--- src/rtl/sysid_pkg.sv ---
// Shared address map, CTRL bit positions and CAPS field layout for the sysid_regbank slave.
package sysid_pkg;

  localparam int unsigned ADR_ID        = 0;
  localparam int unsigned ADR_TIMESTAMP = 1;
  localparam int unsigned ADR_CAPS      = 2;
  localparam int unsigned ADR_CTRL      = 3;
  localparam int unsigned ADR_UPTIME_LO = 4;
  localparam int unsigned ADR_UPTIME_HI = 5;
  localparam int unsigned ADR_SCRATCH0  = 8;

  localparam int unsigned CTRL_RUN    = 0;
  localparam int unsigned CTRL_CLEAR  = 1;
  localparam int unsigned CTRL_WRAP   = 2;
  localparam int unsigned CTRL_IRQ_EN = 3;

  localparam int unsigned CAPS_NSCR_LSB = 0;
  localparam int unsigned CAPS_NSCR_W   = 8;
  localparam int unsigned CAPS_IRQ      = 8;

endpackage

--- src/rtl/sysid_uptime_counter.sv ---
// 64-bit free-running uptime counter with sticky wrap flag and a high-word shadow
// that is loaded from the same sample the low word is read from.
module sysid_uptime_counter (
  input  logic        clock,
  input  logic        reset,
  input  logic        run,
  input  logic        clear,
  input  logic        wrap_clr,
  input  logic        snap,
  output logic [31:0] count_lo,
  output logic [31:0] shadow_hi,
  output logic        wrap
);

  logic [63:0] count;
  logic        wrap_set;

  // A clear pre-empts the increment, so a cleared all-ones count is not a wrap.
  assign wrap_set = run && !clear && (count == '1);
  assign count_lo = count[31:0];

  always_ff @(posedge clock) begin
    if (reset) begin
      count     <= '0;
      shadow_hi <= '0;
      wrap      <= 1'b0;
    end else begin
      if (clear) begin
        count <= '0;
      end else if (run) begin
        count <= count + 64'd1;
      end
      if (snap) begin
        shadow_hi <= count[63:32];
      end
      if (wrap_set) begin
        wrap <= 1'b1;
      end else if (wrap_clr) begin
        wrap <= 1'b0;
      end
    end
  end

endmodule

--- src/rtl/sysid_regbank.sv ---
// Avalon-MM system-ID register bank: ID/timestamp/caps, uptime counter, CTRL and scratch words.
// Optional interrupt output is enabled by defining SYSID_IRQ_EN.
module sysid_regbank
  import sysid_pkg::*;
#(
  parameter logic [31:0] SYSTEM_ID   = 32'h0000_000B,
  parameter logic [31:0] TIMESTAMP   = 32'd1447576925,
  parameter int          ADDR_W      = 4,
  parameter int          NUM_SCRATCH = 4
) (
  input  logic              clock,
  input  logic              reset,
  input  logic [ADDR_W-1:0] address,
  input  logic              read,
  input  logic              write,
  input  logic [31:0]       writedata,
  input  logic [3:0]        byteenable,
  output logic [31:0]       readdata,
  output logic              readdatavalid
`ifdef SYSID_IRQ_EN
  ,
  output logic              irq
`endif
);

  localparam int SCR_N = (NUM_SCRATCH > 0) ? NUM_SCRATCH : 1;

  if (ADDR_W < 4 || NUM_SCRATCH < 0 || NUM_SCRATCH > (1 << ADDR_W) - 8) begin : g_bad_cfg
    $error("sysid_regbank: ADDR_W must be >= 4 and NUM_SCRATCH within 0..2**ADDR_W-8");
  end

  logic        run;
  logic        irq_en;
  logic        ctrl_wr;
  logic        clear;
  logic        wrap_clr;
  logic        snap;
  logic        wrap;
  logic [31:0] count_lo;
  logic [31:0] shadow_hi;
  logic [31:0] rdata_p0;
  logic [31:0] scratch [SCR_N];

  assign ctrl_wr  = write && (address == ADDR_W'(ADR_CTRL)) && byteenable[0];
  assign clear    = ctrl_wr && writedata[CTRL_CLEAR];
  assign wrap_clr = ctrl_wr && writedata[CTRL_WRAP];
  assign snap     = read && (address == ADDR_W'(ADR_UPTIME_LO));

  sysid_uptime_counter u_uptime (
    .clock     (clock),
    .reset     (reset),
    .run       (run),
    .clear     (clear),
    .wrap_clr  (wrap_clr),
    .snap      (snap),
    .count_lo  (count_lo),
    .shadow_hi (shadow_hi),
    .wrap      (wrap)
  );

  always_ff @(posedge clock) begin
    if (reset) begin
      run <= 1'b1;
    end else if (ctrl_wr) begin
      run <= writedata[CTRL_RUN];
    end
  end

`ifdef SYSID_IRQ_EN
  localparam logic IRQ_CAP = 1'b1;

  always_ff @(posedge clock) begin
    if (reset) begin
      irq_en <= 1'b0;
      irq    <= 1'b0;
    end else begin
      if (ctrl_wr) begin
        irq_en <= writedata[CTRL_IRQ_EN];
      end
      irq <= wrap && irq_en;
    end
  end
`else
  localparam logic IRQ_CAP = 1'b0;

  assign irq_en = 1'b0;
`endif

  always_ff @(posedge clock) begin
    if (reset) begin
      for (int i = 0; i < SCR_N; i++) begin
        scratch[i] <= '0;
      end
    end else if (write) begin
      for (int i = 0; i < NUM_SCRATCH; i++) begin
        if (address == ADDR_W'(ADR_SCRATCH0 + i)) begin
          for (int b = 0; b < 4; b++) begin
            if (byteenable[b]) begin
              scratch[i][8*b +: 8] <= writedata[8*b +: 8];
            end
          end
        end
      end
    end
  end

  // Stage p0: combinational read mux on the request-cycle state.
  always_comb begin
    rdata_p0 = '0;
    case (address)
      ADDR_W'(ADR_ID):        rdata_p0 = SYSTEM_ID;
      ADDR_W'(ADR_TIMESTAMP): rdata_p0 = TIMESTAMP;
      ADDR_W'(ADR_CAPS): begin
        rdata_p0[CAPS_NSCR_LSB +: CAPS_NSCR_W] = 8'(NUM_SCRATCH);
        rdata_p0[CAPS_IRQ]                     = IRQ_CAP;
      end
      ADDR_W'(ADR_CTRL): begin
        rdata_p0[CTRL_RUN]    = run;
        rdata_p0[CTRL_WRAP]   = wrap;
        rdata_p0[CTRL_IRQ_EN] = irq_en;
      end
      ADDR_W'(ADR_UPTIME_LO): rdata_p0 = count_lo;
      ADDR_W'(ADR_UPTIME_HI): rdata_p0 = shadow_hi;
      default: begin
        for (int i = 0; i < NUM_SCRATCH; i++) begin
          if (address == ADDR_W'(ADR_SCRATCH0 + i)) begin
            rdata_p0 = scratch[i];
          end
        end
      end
    endcase
  end

  // Stage p1: registered read response.
  always_ff @(posedge clock) begin
    if (reset) begin
      readdata      <= '0;
      readdatavalid <= 1'b0;
    end else begin
      readdatavalid <= read;
      if (read) begin
        readdata <= rdata_p0;
      end
    end
  end

endmodule

--- config.mk ---
export PLATFORM = sky130hd
export DESIGN_NAME = sysid_regbank
export DESIGN_NICKNAME = d
export VERILOG_FILES = /design/src/rtl/sysid_pkg.sv /design/src/rtl/sysid_uptime_counter.sv /design/src/rtl/sysid_regbank.sv
export SDC_FILE = /design/constraint.sdc
export NUM_CORES = 1
export LEC_CHECK = 0
export CAP_MARGIN = 0
export CORE_MARGIN = 2
export CORE_UTILIZATION = 54
export CTS_CLUSTER_SIZE = 40
export DETAILED_ROUTE_END_ITERATION = 10
export PLACE_DENSITY = 0.8
export SYNTH_ARGS = -nofsm -noshare
export SYNTH_HDL_FRONTEND = slang
export SYNTH_SLANG_ARGS = --single-unit
--- constraint.sdc ---
create_clock -name clock -period 1.95 [get_ports clock]
set_clock_uncertainty 0.05 [all_clocks]
set_input_delay 0.2925 -clock clock [delete_from_list [all_inputs] [get_ports clock]]
set_output_delay 0.2925 -clock clock [all_outputs]
set_load 0.1 [all_outputs]
==> metrics.txt, run 1 <==
drc violations=0; DRT iter0 DRCs=927; first-pass GRT wire length=54300 um; nets=1495; Syn-to-layout area delta=29.7%; crit path kind=register to register; max layer used=met4; Worst Slack Setup Final=-0.0544 ns; failing checks=negative setup slack; Crit path buffers/inverters=2; Static Leak=6.07 nW; result of the run=finished with violations; number of I/O pins=77; Die Wd=154 um; Die ar.=0.0238 mm^2; Mapped Area=0.0122 mm^2; CTS max path bufs=3; final setup fails=8; Sink Count=259; Seq/Total Area, Yosys=0.530; register-to-register setup slack=-0.05 ns; Final Hold Fails=0; Reg2Reg Capture Point=u_uptime.count[57]$_SDFFE_PP0P_; H-tree depth=1; Most common cell on crit path=nand4_1; later-pin clock latency in the skew report=0.55 ns; Worst R2R Path Depth=7; Synth Warn #=0; number of fill cells=1482; critical path cell sequence=nand4_1, buf_4, nor4_4, nand4_1, buf_6, or3_1, a21oi_1; Worst-path clk slew=0.07 ns; most common flop cell mapped by yosys=dfxtp_1; Setup crit end kind=register; number of synthesized flops with an enable pin=128; Worst R2R Start=u_uptime.count[13]$_SDFFE_PP0P_; Slew headroom=0.587; PortBufs=76; met3 wire length=2980 um; delay-heaviest family, CP=simple AND/OR/NAND/NOR gates; Antenna Nets Post-Route=0; TritonRoute pass-1 iters=5; final slew viol count=0; Final GP Congestion=0.911; Die H=154 um; syn_area_per_cell=10.1 um^2; CORE AREA=0.0220 mm^2; slowest CP cell=dfxtp_2; Synth cell types=57; Via-to-Cell Ratio=6.11; Wirelength per Cell=20.8 um; DRT Wirelength=36400 um; CP endpoint=u_uptime.count[57]$_SDFFE_PP0P_; Multi-input gate area=0.00561 mm^2; Pwr Total=12.6 mW; largest net degree at the start of global routing=59; row count=54; clock buffer count from CTS=27; DP Area=0.0145 mm^2; cts-stage hold buffer count=0; PwrDens=799 mW/mm^2; Period minus WS final=2.00 ns; Initial Util=0.554; Detailed Place HPWL=25100 um; synthesized instance count=1210; max-cap viol count=0; routed wl met2=17800 um; Final Util=0.718; Syn Nets=1255; worst hold path class=input pin to register; unrepaired setup endpoints after global routing=yes; final worst-path cycle share=1.03; worst setup path startpoint=u_uptime.count[13]$_SDFFE_PP0P_; Vias=10.7k; vias in the first global route=10.2k; asr flop ratio synth=0; CTS tree=built; CP max FO=4; CP Launch Type=register; fin area=0.0158 mm^2; grt ovf=0; M1 wire length=13700 um; worst endpoint required time=2.37 ns; FF/Latch Area=0.00651 mm^2; initial antenna violation count=0; slowest cell delay on critical path=0.35 ns; Synth Register Bits=259; fmax=499 MHz; Root Driver=clkbuf_16; Worst EP arrival=2.42 ns; antenna diode count=0; GRT Util Overall=0.290; Least-Margin Pin Slew=0.617 ns; WP depth=7; fraction of layout cells with a size suffix above 1=0.252; worst vdd ir=768 uV
[worst min path at each step]
stage | startpoint | end | slack, ns | cells after the start
global route | read | readdata[27]$_SDFFE_PP0P_ | 0.19 | 3
detailed placement | u_uptime.shadow_hi[31]$_SDFFE_PP0P_ | u_uptime.shadow_hi[31]$_SDFFE_PP0P_ | 0.40 | 2
global placement | u_uptime.shadow_hi[15]$_SDFFE_PP0P_ | u_uptime.shadow_hi[15]$_SDFFE_PP0P_ | 0.39 | 2
finish | read | readdata[27]$_SDFFE_PP0P_ | 0.14 | 3
floorplan | writedata[0] | run$_SDFFE_PP1N_ | 0.36 | 1
CTS | read | readdata[27]$_SDFFE_PP0P_ | 0.11 | 3
[metal layers]
metal,track usage,up-vias
li1,-,4850
met1,0.361,5117
met2,0.494,589
met3,0.0499,144
met4,0.135,0
met5,0,-
[cells in the final DEF, fill, tap and decap left out, drive strengths merged, types with 21 or more instances in the layout]
| cell type | count |
|---|---|
| nand3 | 32 |
| nand2 | 125 |
| nand2b | 42 |
| nand4 | 32 |
| clkdlybuf4s50 | 40 |
| mux2i | 47 |
| dfxtp | 131 |
| a221oi | 27 |
| or3 | 21 |
| clkbuf | 33 |
| a21oi | 114 |
| a21o | 27 |
| o211ai | 25 |
| buf | 242 |
| nor2 | 78 |
| xor2 | 23 |
| and2 | 130 |
| o21ai | 23 |
| edfxtp | 128 |
[power breakdown]
group / switching, mW / internal [mW]
clock network: 2.20 / 3.09
registers: 0.0872 / 5.90
logic: 0.878 / 0.489
total: 3.17 / 9.48
[layout make-up]
class | instances | area share
flip-flops and latches | 259 | 0.411
multi-input cells | 873 | 0.354
repair buffers | 282 | 0.153
clock buffers | 33 | 0.0467
well taps | 280 | 0.0221
clock inverters | 17 | 0.0108
inverters | 7 | 0.00166
[sequential cells by signal, indices dropped and copies added (netlist names)]
| name | cells |
|---|---|
| u_uptime.shadow_hi | 32 |
| readdatavalid | 1 |
| readdata | 32 |
| run | 1 |
| scratch | 128 |
| u_uptime.count | 64 |
| u_uptime.wrap | 1 |
[cells by family after synthesis]
kind of cell,synth area share
flops,0.530
xor+xnor,0.0259
fa+ha+maj,0.00103
buf+inv,0.0257
simple gates,0.232
compound gates,0.141
mux,0.0441
[tightest hold or removal path, delay by kind of cell]
family          cells  cell delay (ns)
compound gates      2             0.19
buf+inv             1             0.21
[synth_stat cells, types with 7 or more instances]
| library cell | instances | share of area |
|---|---|---|
| mux2i_1 | 47 | 0.039 |
| clkbuf_1 | 48 | 0.015 |
| buf_1 | 7 | 0.0022 |
| a221oi_1 | 27 | 0.019 |
| a21oi_1 | 114 | 0.047 |
| nand2b_1 | 42 | 0.022 |
| xor2_1 | 23 | 0.017 |
| edfxtp_1 | 128 | 0.32 |
| a21o_1 | 27 | 0.017 |
| o21bai_1 | 16 | 0.0099 |
| xnor2_1 | 13 | 0.0093 |
| nor2b_1 | 7 | 0.0036 |
| or4_1 | 9 | 0.0055 |
| nand4_1 | 28 | 0.014 |
| o22ai_1 | 10 | 0.0051 |
| and2_1 | 130 | 0.067 |
| nor2_1 | 78 | 0.024 |
| nand2_1 | 125 | 0.038 |
| dfxtp_1 | 131 | 0.22 |
| nor3_1 | 13 | 0.0053 |
| or3_1 | 21 | 0.011 |
| o21ai_0 | 23 | 0.0094 |
| nand3_1 | 29 | 0.012 |
| buf_2 | 16 | 0.0066 |
| o31ai_1 | 10 | 0.0062 |
| o211ai_1 | 25 | 0.015 |
[what timing repair did]
item | in CTS | in global routing
setup buffers | 4 | 13
gates cloned | 0 | 0
gates resized for setup | 15 | 60
pin swaps | 6 | 26
endpoints found under the setup margin | 21 | 32
[metrics by stage]
| stage | hold WS (ns) | worst slack [ns] | TNS [ns] | cells |
|---|---|---|---|---|
| global placement | 0.391 | -0.393 | -103.10 | 1684 |
| finish | 0.139 | -0.0544 | -0.204 | 1751 |
| CTS | 0.115 | 0.00380 | 0 | 1738 |
| detailed placement | 0.401 | -0.453 | -113.86 | 1684 |
| floorplan | 0.360 | -0.0867 | -6.53 | 1210 |
| global route | 0.185 | -0.118 | -1.39 | 1751 |
Power figures use the tool's default switching activity.
==> run 2: changes to the inputs <==
- SKIP_CTS_REPAIR_TIMING: not set -> 1
==> run 2 against run 1 <==
Highest routed layer unchanged; utilization fell by 0.37 points; worst hold slack barely moved; largest power group unchanged; design area shrank 0.52%; wire length shrank 1.6%; power hardly changed; critical path depth stayed put; global-route usage decreased by 0.18 points; the flow still finishes with violations (negative setup slack).
==> metrics.txt, run 2 (synthesis gave the netlist of run 1 again) <==
result of the run=finished with violations; failing checks=negative setup slack; Detailed Place HPWL=25100 um (unchanged); max layer used=met4; number of I/O pins=77 (unchanged); DRT iter0 DRCs=926 (-0.11%); Die Wd=154 um (unchanged); Most common cell on crit path=nand4_1; clock power share=0.418 (about the same); Root Driver=clkbuf_16; largest net degree at the start of global routing=59 (unchanged); dpl ws=-0.453 ns (unchanged); worst vdd ir=756 uV (-1.6%); final slew viol count=0 (unchanged); post-placement cell count=1684 (unchanged); commonest non-fill, non-tap cell in the layout=buf_4; Slew headroom=0.594 (+0.00744); initial antenna violation count=0 (unchanged); first-pass GRT wire length=54000 um (-0.47%); worst hold path class=input pin to register; Die H=154 um (unchanged); Setup crit end kind=register; crit path kind=register to register; PwrDens=803 mW/mm^2 (+0.50%); critical path cell sequence=nand4_1, buf_4, nor4_4, nand4_1, buf_6, or3_1, a21oi_1; Pwr Total=12.6 mW (about the same); final worst-path cycle share=1.09 (+0.0613); Final Hold Fails=0 (unchanged); CP Launch Type=register; CTS max path bufs=3 (unchanged); Seq pwr share=0.474 (about the same); H-tree depth=1 (unchanged); CP max FO=4 (unchanged); fmax=471 MHz (-5.6%); CTS tree=built; Syn-to-layout area delta=29.1%; setup TNS=-0.434 ns (-0.230 ns); Internal=9.48 mW (about the same); final cell count without fillers=1748 (-0.17%); TritonRoute pass-1 iters=9 (+4); Reg with most FFs=scratch; Antenna Nets Post-Route=0 (unchanged); M1 wire length=13600 um (-0.14%); Worst-path clk slew=0.06 ns (about the same); Via-to-Cell Ratio=6.06 (-0.87%); vias in the first global route=10.1k (-0.50%); later-pin clock latency in the skew report=0.55 ns (about the same); PortBufs=76 (unchanged); Die ar.=0.0238 mm^2 (unchanged); routed wl met2=17500 um (-1.4%); Least-Margin Pin Slew=0.606 ns (-0.0111 ns); Final GP Congestion=0.911 (unchanged); Wirelength per Cell=20.5 um (-1.4%); Period minus WS final=2.12 ns (+0.120 ns); max-cap viol count=0 (unchanged); Final Util=0.715 (-0.00375); fraction of layout cells with a size suffix above 1=0.247 (-0.00425); slowest CP cell=nor4_4; met3 wire length=2820 um (-5.4%); grt ovf=0 (unchanged); max FFs per register=128 (unchanged); Static Leak=6.04 nW (-0.58%); final setup fails=6 (-2); unrepaired setup endpoints after global routing=yes; Initial Util=0.554 (unchanged); combinational fraction of design power=0.108 (about the same); clock buffer count from CTS=27 (unchanged); row count=54 (unchanged); worst endpoint required time=2.35 ns (-0.02 ns); Sink Count=259 (unchanged); antenna diode count=0 (unchanged); DRT Wirelength=35800 um (-1.6%); NetSw=3.16 mW (-0.13%); number of fill cells=1504 (+1.5%); commonest cells after routing, fill and taps aside=buf_4 (218), and2_1 (130), edfxtp_1 (128), nand2_1 (122), a21oi_1 (111); nets=1492 (-0.20%); top flop regs=scratch x128, u_uptime.count x64; Vias=10.6k (-1.0%); CORE AREA=0.0220 mm^2 (unchanged); Sw Ratio=0.250 (about the same); Worst EP arrival=2.53 ns (+0.11 ns); drc violations=0 (unchanged); slowest cell delay on critical path=0.36 ns (about the same); GRT Util Overall=0.288 (-0.00176); Worst Slack Setup Final=-0.174 ns (-0.120 ns)
==> run 2: metal layers <==
layer  vias up  track usage
met4         0        0.132
li1       4849            -
met3       144       0.0502
met2       512        0.489
met5         -            0
met1      5084        0.361
==> run 2: final timing paths <==
check / endpoint / slack [ns] / startpoint / cells after the start
min: readdata[27]$_SDFFE_PP0P_ / 0.14 / read / 3
max: u_uptime.count[57]$_SDFFE_PP0P_ / -0.17 / u_uptime.count[11]$_SDFFE_PP0P_ / 7
max reg2reg: u_uptime.count[57]$_SDFFE_PP0P_ / -0.17 / u_uptime.count[11]$_SDFFE_PP0P_ / 7
min reg2reg: u_uptime.shadow_hi[30]$_SDFFE_PP0P_ / 0.41 / u_uptime.shadow_hi[30]$_SDFFE_PP0P_ / 2
==> run 2: layout make-up <==
type                    instances  area, um^2  share of cell area
clock buffers                  33         738              0.0469
well taps                     280         350              0.0223
multi-input cells             873        5580               0.355
inverters                       7        26.3             0.00167
repair buffers                279        2370               0.150
flip-flops and latches        259        6510               0.413
clock inverters                17         171              0.0109
==> run 2: stage by stage <==
step,hold slack (ns),cell area [um^2]
after floorplan,0.360,12200
after global placement,0.391,14500
after detailed placement,0.401,14500
after CTS,0.115,15400
after global routing,0.185,15700
final,0.138,15700
==> run 2: critical path: cells and delay by family (launching register included) <==
family | cells | cell delay [ns]
flip-flops | 1 | 0.34
AO/OA/AOI/OAI | 1 | 0.17
AND/OR/NAND/NOR | 4 | 1.06
buffers and inverters | 2 | 0.41
==> run 2: power groups by stage <==
stage	combinational, mW	clock, mW	sequential (mW)
after detailed placement	1.34	0	6.10
after CTS	1.35	5.30	5.98
after global routing	1.43	5.53	6.00
after global placement	1.32	0	6.09
after floorplan	0.519	0	6.36
final	1.37	5.29	5.99
==> run 3: changes to the inputs <==
- ABC_AREA: not set -> 1
- CORE_MARGIN: 2 -> 8
- CORE_UTILIZATION: 54 -> 59
- PLACE_DENSITY: 0.8 -> 0.82
- clock period: 1.95 -> 2.1 ns (I/O delays scaled with it)
==> run 3 against run 2 <==
Sequential power down 6.8%; cell count up 9.8%; combinational power down 26%; synthesized area down 0.78%; setup slack better by 0.34 ns; the flow now finishes without violations; sequential share of layout area up 3.6 points; global-route usage down 2.0 points.
==> metrics.txt, run 3 <==
top cells by count, synth=nand2_1 (290), nor2_1 (289), inv_1 (160), dfxtp_1 (131), edfxtp_1 (128); Synth Area in Compound Gates=0.112 (-0.0294); asr flop ratio synth=0 (unchanged); Die ar.=0.0253 mm^2 (+6.5%); antenna diode count=0 (unchanged); PwrDens=792 mW/mm^2 (-1.3%); Synth Area in Simple Gates=0.273 (+0.0413); Internal=8.59 mW (-9.4%); number of I/O pins=77 (unchanged); Worst EP arrival=2.31 ns (-0.22 ns); Antenna Nets Post-Route=0 (unchanged); WHS=0.338 ns (+0.200 ns); Detailed Place HPWL=26000 um (+3.3%); CP max FO=7 (+3); grt ovf=0 (unchanged); largest cells by area after synthesis=edfxtp_1 (32%), dfxtp_1 (22%), nand2_1 (9.0%); crit path kind=register to register; commonest non-fill, non-tap cell in the layout=nand2_1; worst endpoint required time=2.48 ns (+0.13 ns); H-tree depth=1 (unchanged); max-cap viol count=0 (unchanged); GRT Util Overall=0.268 (-0.0199); DRT Wirelength=35100 um (-2.0%); mux share of post-synthesis cell area=0 (-0.0441); number of synthesized flops with an enable pin=128 (unchanged); Synth Register Bits=259 (unchanged); Slew headroom=0.514 (-0.0803); final slew viol count=0 (unchanged); TritonRoute pass-1 iters=6 (-3); Sink Count=259 (unchanged); Synth Warn #=0 (unchanged); number of fill cells=1560 (+3.7%); worst hold path class=input pin to register; vias in the first global route=10.5k (+3.6%); Via-to-Cell Ratio=5.76 (-4.9%); met3 Usage GRT=0.0411 (-0.00905); Seq pwr share=0.490 (+0.016); Sw Ratio=0.246 (-0.00369); xor/xnor share of the synthesized area=0.00579 (-0.0201); busiest grt layer=met2; Synth area leader=edfxtp_1; drc violations=0 (unchanged); Syn Nets=1553 (+24%); fmax=517 MHz (+9.9%); post-placement cell count=1871 (+11%); Die H=159 um (+3.2%); largest net degree at the start of global routing=65 (+10%); dpl ws=-0.189 ns (+0.263 ns); Final Hold Fails=0 (unchanged); final cell count without fillers=1919 (+9.8%); initial antenna violation count=0 (unchanged); Die Wd=159 um (+3.2%); synthesized instance count=1508 (+25%); setup TNS=0 ns (+0.434 ns); Syn-to-layout area delta=18.9%; syn_area_per_cell=8.02 um^2 (-20%); Synth cell types=36 (-37%); critical path cell sequence=nand2_1, nor2_2, nand2_1, nor4_1, nand2_1, nand2_1, a21oi_1; Static Leak=5.38 nW (-11%); most common flop cell mapped by yosys=dfxtp_1; Worst Slack Setup Final=0.167 ns (+0.341 ns); Wirelength per Cell=18.3 um (-11%); combinational fraction of design power=0.090 (-0.018); delay-heaviest family, CP=simple AND/OR/NAND/NOR gates; met2 usage=0.437 (-0.0520); share of the synthesized area in the top cell type=0.318 (+0.00248); Setup crit end kind=register; clock power share=0.420 (+0.002); worst vdd ir=759 uV (+0.44%); Crit path buffers/inverters=0 (-2); Seq/Total Area, Yosys=0.534 (+0.00417); top-count cell post-synth=nand2_1; result of the run=finished clean; adder-cell share of the synthesized area=0.00103 (+0.00000806); Mapped Area=0.0121 mm^2 (-0.78%); later-pin clock latency in the skew report=0.56 ns (about the same); CTS max path bufs=3 (unchanged); slowest cell delay on critical path=0.49 ns (+0.13 ns); row count=52 (-3.7%); Least-Margin Pin Slew=0.728 ns (+0.122 ns); Worst-path clk slew=0.07 ns (about the same); first-pass GRT wire length=55400 um (+2.5%); commonest cells after routing, fill and taps aside=nand2_1 (289), nor2_1 (287), inv_1 (160), dfxtp_1 (130), edfxtp_1 (128); final setup fails=0 (-6); Vias=11.1k (+4.4%); CTS tree=built; Final GP Congestion=0.964 (+5.9%); main combinational cell family by area after synthesis=simple AND/OR/NAND/NOR gates; NetSw=2.81 mW (-11%); max FFs per register=128 (unchanged); slowest CP cell=dfxtp_1; top flop regs=scratch x128, u_uptime.count x64; final worst-path cycle share=0.921 (-0.169); CP Launch Type=register; nets=1674 (+12%); M1 GR Usage=0.355 (-0.00614); Reg with most FFs=scratch; CORE AREA=0.0202 mm^2 (-8.4%); PortBufs=76 (unchanged); Period minus WS final=1.93 ns (-0.191 ns); fraction of layout cells with a size suffix above 1=0.127 (-0.121); clock buffer count from CTS=26 (-3.7%); Most common cell on crit path=nand2_1; Initial Util=0.600 (+0.0463); Root Driver=clkbuf_16; DRT iter0 DRCs=1080 (+17%)
-- run 3: changes by cell type after synthesis, sizes merged, moves of 42 or more --
cell    before  now
nor2        78  314
nand2      125  297
inv          6  172
and2       130    0
o21ai       23  115
nand3       32   86
mux2i       47    0
nand2b      42    0
-- run 3: metal layers --
layer  part of all wire  wire, um  up-vias
met3              0.098      3440       91
li1                   -         -     5211
met2               0.46     16300      614
met5                  0         0        -
met1               0.40     14000     5142
met4              0.039      1350        0
-- run 3: worst paths after layout --
kind                                            start                                  end  slack [ns]  cells after the start
setup / recovery      u_uptime.count[46]$_SDFFE_PP0P_      u_uptime.count[57]$_SDFFE_PP0P_        0.17                      7
hold / removal                                   read   u_uptime.shadow_hi[9]$_SDFFE_PP0P_        0.34                      4
setup reg to reg      u_uptime.count[46]$_SDFFE_PP0P_      u_uptime.count[57]$_SDFFE_PP0P_        0.17                      7
hold reg to reg   u_uptime.shadow_hi[14]$_SDFFE_PP0P_  u_uptime.shadow_hi[14]$_SDFFE_PP0P_        0.40                      2
-- run 3: cell families after synthesis --
family                   after synthesis
AND/OR/NAND/NOR                      756
flip-flops                           259
buffers and inverters                222
XOR/XNOR                               8
AO/OA/AOI/OAI                        262
adder cells (fa/ha/maj)                1
-- run 3: power groups by stage --
stage / registers (mW) / logic [mW] / clock network [mW]
detailed placement: 5.69 / 1.01 / 0
CTS: 5.58 / 1.02 / 4.81
floorplan: 5.95 / 0.356 / 0
finish: 5.58 / 1.02 / 4.79
global route: 5.60 / 1.09 / 5.01
global placement: 5.68 / 0.991 / 0
-- run 3: tightest hold or removal path, delay by kind of cell --
kind | cells | cell delay [ns]
buffers and inverters | 2 | 0.38
AOI/OAI and AO/OA | 1 | 0.10
and+or+nand+nor | 1 | 0.09
-- run 3: through the flow --
stage	instance area (um^2)	power, mW	utilization
floorplan	12100	6.31	-
global placement	13500	6.67	0.669
detailed placement	13500	6.70	0.669
CTS	14400	11.4	0.712
global route	14400	11.7	0.713
finish	14400	11.4	0.713
-- run 3: final cells by class --
class | count | area, um^2 | share of cell area
inverters | 172 | 646 | 0.0449
clock buffers | 36 | 728 | 0.0506
flip-flops and latches | 259 | 6470 | 0.450
repair buffers | 143 | 1290 | 0.0896
multi-input cells | 1027 | 4760 | 0.331
clock inverters | 12 | 154 | 0.0107
well taps | 270 | 338 | 0.0235
